$ cat src/rtl/mem_port_arbiter.sv
// Three-port arbiter for the shared single-port program/data memory.
// Round-robin (or fetch-priority) grant, command mux and read-return routing.
module mem_port_arbiter #(
  parameter int ADDR_W     = 16,
  parameter int DATA_W     = 26,
  parameter int MEM_LAT    = 1,
  parameter int PRIO_FETCH = 0
) (
  input  logic              clk,
  input  logic              rst_n,
  input  logic [2:0]        req,
  input  logic [2:0]        we,
  input  logic [ADDR_W-1:0] addr0,
  input  logic [ADDR_W-1:0] addr1,
  input  logic [ADDR_W-1:0] addr2,
  input  logic [DATA_W-1:0] wdata1,
  input  logic [DATA_W-1:0] wdata2,
  output logic [2:0]        gnt,
  output logic [2:0]        rvalid,
  output logic [DATA_W-1:0] rdata,
  output logic              mem_en,
  output logic              mem_we,
  output logic [ADDR_W-1:0] mem_addr,
  output logic [DATA_W-1:0] mem_wdata,
  input  logic [DATA_W-1:0] mem_rdata
);

  logic [1:0]               last_q;
  logic [1:0]               last_d;
  logic [2:0]               gnt_c;
  logic [1:0]               gnt_id;
  logic [MEM_LAT-1:0]       vld_q;
  logic [MEM_LAT-1:0]       vld_d;
  logic [MEM_LAT-1:0][1:0]  id_q;
  logic [MEM_LAT-1:0][1:0]  id_d;
  logic                     tail_v;
  logic [1:0]               tail_id;
  logic                     unused_we0;

  assign unused_we0 = we[0];

  // Priority order is last+1, last+2, last (mod 3)
  always_comb begin
    gnt_c = 3'b000;
    if (PRIO_FETCH != 0) begin
      if (req[0]) begin
        gnt_c = 3'b001;
      end else if (last_q == 2'd1) begin
        if (req[2])      gnt_c = 3'b100;
        else if (req[1]) gnt_c = 3'b010;
      end else begin
        if (req[1])      gnt_c = 3'b010;
        else if (req[2]) gnt_c = 3'b100;
      end
    end else begin
      unique case (last_q)
        2'd0: begin
          if (req[1])      gnt_c = 3'b010;
          else if (req[2]) gnt_c = 3'b100;
          else if (req[0]) gnt_c = 3'b001;
        end
        2'd1: begin
          if (req[2])      gnt_c = 3'b100;
          else if (req[0]) gnt_c = 3'b001;
          else if (req[1]) gnt_c = 3'b010;
        end
        default: begin
          if (req[0])      gnt_c = 3'b001;
          else if (req[1]) gnt_c = 3'b010;
          else if (req[2]) gnt_c = 3'b100;
        end
      endcase
    end
  end

  // No grant is offered while the block is held in reset
  assign gnt    = rst_n ? gnt_c : 3'b000;
  assign mem_en = |gnt;

  always_comb begin
    gnt_id    = 2'd0;
    mem_we    = 1'b0;
    mem_addr  = '0;
    mem_wdata = '0;
    unique case (1'b1)
      gnt[0]: begin
        gnt_id   = 2'd0;
        mem_addr = addr0;
      end
      gnt[1]: begin
        gnt_id    = 2'd1;
        mem_we    = we[1];
        mem_addr  = addr1;
        mem_wdata = wdata1;
      end
      gnt[2]: begin
        gnt_id    = 2'd2;
        mem_we    = we[2];
        mem_addr  = addr2;
        mem_wdata = wdata2;
      end
      default: begin
        gnt_id = 2'd0;
      end
    endcase
  end

  assign last_d = mem_en ? gnt_id : last_q;

  // Return tracker mirrors the memory latency; writes ride along as bubbles
  always_comb begin
    vld_d    = '0;
    id_d     = '0;
    vld_d[0] = mem_en & ~mem_we;
    id_d[0]  = gnt_id;
    for (int i = 1; i < MEM_LAT; i++) begin
      vld_d[i] = vld_q[i-1];
      id_d[i]  = id_q[i-1];
    end
  end

  always_ff @(posedge clk or negedge rst_n) begin
    if (!rst_n) begin
      last_q <= 2'd2;
      vld_q  <= '0;
      id_q   <= '0;
    end else begin
      last_q <= last_d;
      vld_q  <= vld_d;
      id_q   <= id_d;
    end
  end

  assign tail_v  = vld_q[MEM_LAT-1];
  assign tail_id = id_q[MEM_LAT-1];

  always_comb begin
    rvalid = 3'b000;
    if (tail_v) begin
      unique case (tail_id)
        2'd1:    rvalid = 3'b010;
        2'd2:    rvalid = 3'b100;
        default: rvalid = 3'b001;
      endcase
    end
  end

  assign rdata = (|rvalid) ? mem_rdata : '0;

endmodule
$ cat config.mk
export PLATFORM = sky130hd
export DESIGN_NAME = mem_port_arbiter
export DESIGN_NICKNAME = d
export VERILOG_FILES = /design/src/rtl/mem_port_arbiter.sv
export SDC_FILE = /design/constraint.sdc
export NUM_CORES = 1
export LEC_CHECK = 0
export ABC_AREA = 1
export CAP_MARGIN = 15
export CORE_AREA = 2 2 82 84
export CTS_CLUSTER_DIAMETER = 60
export DETAILED_ROUTE_END_ITERATION = 12
export DIE_AREA = 0 0 84 86
export MAX_ROUTING_LAYER = met4
export PLACE_DENSITY = 0.82
export SYNTH_ARGS = -nofsm -noshare
export SYNTH_HDL_FRONTEND = slang
export SYNTH_SLANG_ARGS = --single-unit
$ cat constraint.sdc
create_clock -name clk -period 1.65 [get_ports clk]
set_clock_uncertainty 0.15 [all_clocks]
set_input_delay 0.2475 -clock clk [delete_from_list [all_inputs] [get_ports clk]]
set_output_delay 0.2475 -clock clk [all_outputs]
set_load 0.02 [all_outputs]
; ---- Word-level counts from Yosys, hierarchy flattened
; Index checks and enable logic that the tools add are counted.
[totals]
output_inout_bits = 76
ff_bits = 5
[classes]
muxes = 18
n_bitwise = 2
n_eq_ne = 3
reduce_logical = 3
[op_table]
columns = operator, n
row1 = one-hot mux 26 bit (2 select lines), 1
row2 = one-hot mux 16 bit (3 select lines), 1
row3 = two-way mux 26 bit, 1
row4 = two-way mux 3 bit, 8
row5 = one-hot mux 3 bit (2 select lines), 2
row6 = OR reduction 3 bit, 2
row7 = == test 2 x 1 -> 1 bit (second input constant), 2
row8 = two-way mux 2 bit, 2
row9 = one-hot mux 2 bit (2 select lines), 1
row10 = == test 2 bit (second input constant), 1
row11 = logical NOT 2 bit, 1
row12 = one-hot mux 1 bit (2 select lines), 1
row13 = bitwise AND 1 bit, 1
row14 = two-way mux 1 bit, 1
row15 = NOT 1 bit, 1

; ---- Depth between registers and ports, before layout
[logic_depth]
word_depth = 8
mapped_depth = 7
depth_no_buf = 7

; ---- Least setup slack after synthesis
; OpenSTA, ideal clock, no wires.
[synth_path]
path_kind = reg-to-output
from = register last_q[1]
to = output mem_wdata[16]
arrival_time_ns = 1.354
n_path_buf = 1
stages_incl_launch_ff = 8
setup_slack_ns = -0.101
path_cell_list = dfstp_2 > nor2_1 > nand2_1 > nand3_2 > inv_2 > buf_2 > nand2_1 > nand2_1
[synth_between]
elab_chain_cells = 4
[synth_lines]
columns = item, line_no
row1 = "start, declared", 28  ; logic [1:0] last_q;
row2 = "start signal, assigned", 128  ; last_q <= last_d;
row3 = == test 2 x 1 -> 1 bit or logical NOT 2 bit (tied branches), 56  ; unique case (last_q)
row4 = one-hot mux 3 bit (2 select lines) *, 56
row5 = two-way mux 3 bit *, 77  ; assign gnt = rst_n ? gnt_c : 3'b000;
row6 = via gnt[2], 18  ; output logic [2:0] gnt,
row7 = one-hot mux 26 bit (2 select lines) *, 85  ; unique case (1'b1)
row8 = "end, declared", 24  ; output logic [DATA_W-1:0] mem_wdata,
; The timed path passes the listed nets; every way through them passes the cells marked *.

; ---- Worst setup path after layout
[layout_path]
from = register last_q[1]
to = output mem_addr[4]
[layout_between]
elab_chain_cells = 4
[layout_lines]
columns = item, line_no
row1 = == test 2 x 1 -> 1 bit or logical NOT 2 bit (tied branches), 56
row2 = one-hot mux 3 bit (2 select lines) *, 56
row3 = two-way mux 3 bit *, 77
row4 = one-hot mux 16 bit (3 select lines) *, 85
row5 = "end, declared", 23  ; output logic [ADDR_W-1:0] mem_addr,
; Every way passes the cells marked *; elsewhere a longest branch is shown, timed or not.

==> summary.txt <==
Critical path
  – R2r setup slk: 0.03 ns
  – Arrival @ worst endpoint: 1.60 ns
  – Reg-to-reg endpoint: tail_v
  – R2R cell count: 8
  – CP startpoint kind: flip-flop
  – CP max FO: 15
  – Worst setup path category: reg -> out
  – Reg2reg start: last_q[1]
  – WP data required: 1.25 ns
  – Crit end category: primary output

Timing
  – Final WS setup: -0.352 ns
  – Final period utilization: 121%
  – Hold slack: 0.104 ns
  – Final Max Tran Viols: 0
  – Final hold violations: 0
  – Min Tclk post-route: 2.00 ns
  – Final setup viols: 47
  – Slew headroom: 81.9%
  – RSZ-0062 raised after global routing: yes
  – Worst-Margin Slew: 0.271 ns
  – Max Clk Rate: 0.499 GHz

Power
  – PnR Total Power: 0.00354 W
  – Sequential power share: 6.1%
  – Leak Pwr: 2.21 nW
  – Switching power: 0.00161 W
  – Clk network pwr share: 6.5%
  – Int Power: 0.00193 W
  – Power Dens Cells: 879 nW/um2
  – Switch share: 45.5%
  – Comb pwr share: 87.4%
  – Peak VDD IR: 0.501 mV

Run status
  – Status: finished with violations
  – Failing checks: negative setup slack

Global route
  – Grt total ovfl: 0
  – Gr usage total: 20.1%
  – Vias in the first global route: 2564
  – First-pass GRT wire length: 11.5 mm
  – Largest net degree at the start of global routing: 24
  – Antenna violations before repair: 0

Floorplanning
  – Core Footprint: 6280 um2
  – Die Span X: 84 um
  – Top Ports: 210
  – Starting Density: 18.3%
  – Die area: 7220 um2
  – Die Y: 86 um
  – Std-Cell Rows: 29

Yosys
  – Ys Warns: 0
  – Post-Synth Simple-Gate Area: 66.9%
  – Mux cell area share after synthesis: 0%
  – Post-Syn Area per Cell: 4.56 um2
  – Adder-Cell Fraction of Synth Area: 2.18%
  – Number of flops mapped to enable cells by yosys: 0
  – Commonest cells in the netlist: nand2_1, inv_1, nand3_1, buf_2, buf_4
  – Syn_nets: 388
  – Xor/xnor share of the synthesized area: 0%
  – Post-Synthesis Cells: 252
  – Asr flop ratio synth: 100%
  – Cell Area, Synth: 1150 um2
  – Yosys cell types: 16
  – Count leader, synth: nand2_1
  – Sequential element share of the synthesized area: 11.0%
  – Top_reg_cell synth: dfrtp_1
  – Yosys top cell by area: nand2_1
  – Top cells by area, synth: nand2_1, inv_1, dfrtp_1, nand3_1, buf_4
  – Yosys reg bits: 5
  – Compound-Gate Fraction of Synth Area: 1.09%
  – Synth top area share: 53.2%
  – Largest family of logic cells by synthesized area: simple AND/OR/NAND/NOR gates

Placed design
  – Setup Slack @ Placement: -0.930 ns
  – GP Congestion: 0.767
  – Port bufs: 208
  – DP Wirelength: 5.59 mm

Cells and area
  – Layout cells sized above 1: 34.1%
  – FILL cells: 522
  – Multi-input logic area: 1070 um2
  – Area Growth Syn to Fin: 250%
  – Post-layout util: 64.2%
  – Area occupied by registers: 126 um2
  – Fin nets: 624
  – ANT cells: 0

CTS
  – # H-tree levels: 1
  – CTS tree: done
  – Reg clk slew, reported paths: 0.04 ns
  – Clock buffer depth: 2
  – Clock latency on the worst-skew pair: 0.22 ns
  – CTS Buf Count: 3
  – Root Buffer Master: clkbuf_8
  – Hold-fix buffers, CTS: 0
  – Num Clock Sinks: 5

Route
  – Avg WL per Cell: 13.0 um
  – Initial DRC Count: 30
  – Via count: 2426
  – Met3 WL: 669 um
  – DR vias/cell: 4.30
  – Wire length on met2: 3.96 mm
  – DRT Pass-1 Iters: 4
  – Met1 WL: 2.52 mm
  – Final ANT Viol Nets: 0
  – DR top layer: met4
  – DRC viols: 0
  – WL final: 7.32 mm

Run
  – Max Cap Viol: 0

Worst hold path
  – Hold/Removal Path Class: in -> async
placed cells by master (no fill, tap or decap), drive strengths merged, types with 2 or more instances in the layout:
cell type	count
buf	83
clkbuf	7
clkdlybuf4s15	6
clkdlybuf4s50	128
dfrtp	4
dlygate4sd2	22
ha	2
inv	39
nand2	164
nand3	23
nor2	4
layer usage:
metal | up-vias | global-route usage, %
met5 | - | -
met4 | 0 | 7.18
met2 | 138 | 38.5
li1 | 1206 | -
met1 | 1068 | 19.7
met3 | 14 | 4.72
how the worst max path moves through the flow:
stage	from	endpoint
global route	last_q[1]	mem_addr[9]
finish	last_q[1]	mem_addr[4]
floorplan	last_q[1]	mem_wdata[16]
CTS	last_q[1]	mem_wdata[5]
global placement	req[1]	mem_wdata[11]
detailed placement	req[1]	mem_wdata[10]
logic make-up after synthesis:
logic type | after synthesis
adders and majority gates | 2
AOI/OAI and AO/OA | 2
DFF | 5
and+or+nand+nor | 192
buffers and inverters | 51
power groups by stage:
stage / sequential (W) / combinational [W] / clock (W)
global placement: 0.000208 / 0.00259 / 0
finish: 0.000216 / 0.00309 / 0.000230
floorplan: 0.000196 / 0.00124 / 0
global route: 0.000221 / 0.00332 / 0.000244
CTS: 0.000215 / 0.00308 / 0.000234
detailed placement: 0.000209 / 0.00263 / 0
registers in the layout, summed over array words and instances, names as in the netlist:
| register | count |
|---|---|
| id_q | 2 |
| last_q | 2 |
| tail_v | 1 |
per-stage QoR:
step	setup TNS [ns]	cells	instance area, um2
after floorplan	-0.0543	252	1290
after global placement	-43.30	542	3580
after detailed placement	-45.25	542	3580
after CTS	-14.99	565	3980
after global routing	-18.36	564	4030
final	-15.02	564	4030
critical path: stages (launching register included):
cell     delay (ns)
dfstp_2        0.55
nor2_2         0.07
nand2_2        0.12
nand3_4        0.12
inv_8          0.11
buf_12         0.14
nand2_1        0.08
nand3_2        0.07
buf_6          0.11
timing repair:
action | 4_1_cts | 5_1_grt
setup endpoints to repair | 76 | 59
cloned | 3 | 1
pin swaps | 5 | 6
setup buffers | 16 | 3
resized for setup | 353 | 30
layout make-up:
cell class | count | share of cell area, %
well taps | 77 | 2.39
inverters | 39 | 3.82
clock buffers | 4 | 1.12
flip-flops and latches | 5 | 3.14
multi-input cells | 196 | 26.5
repair buffers | 243 | 63.0
Power figures use the tool's default switching activity.
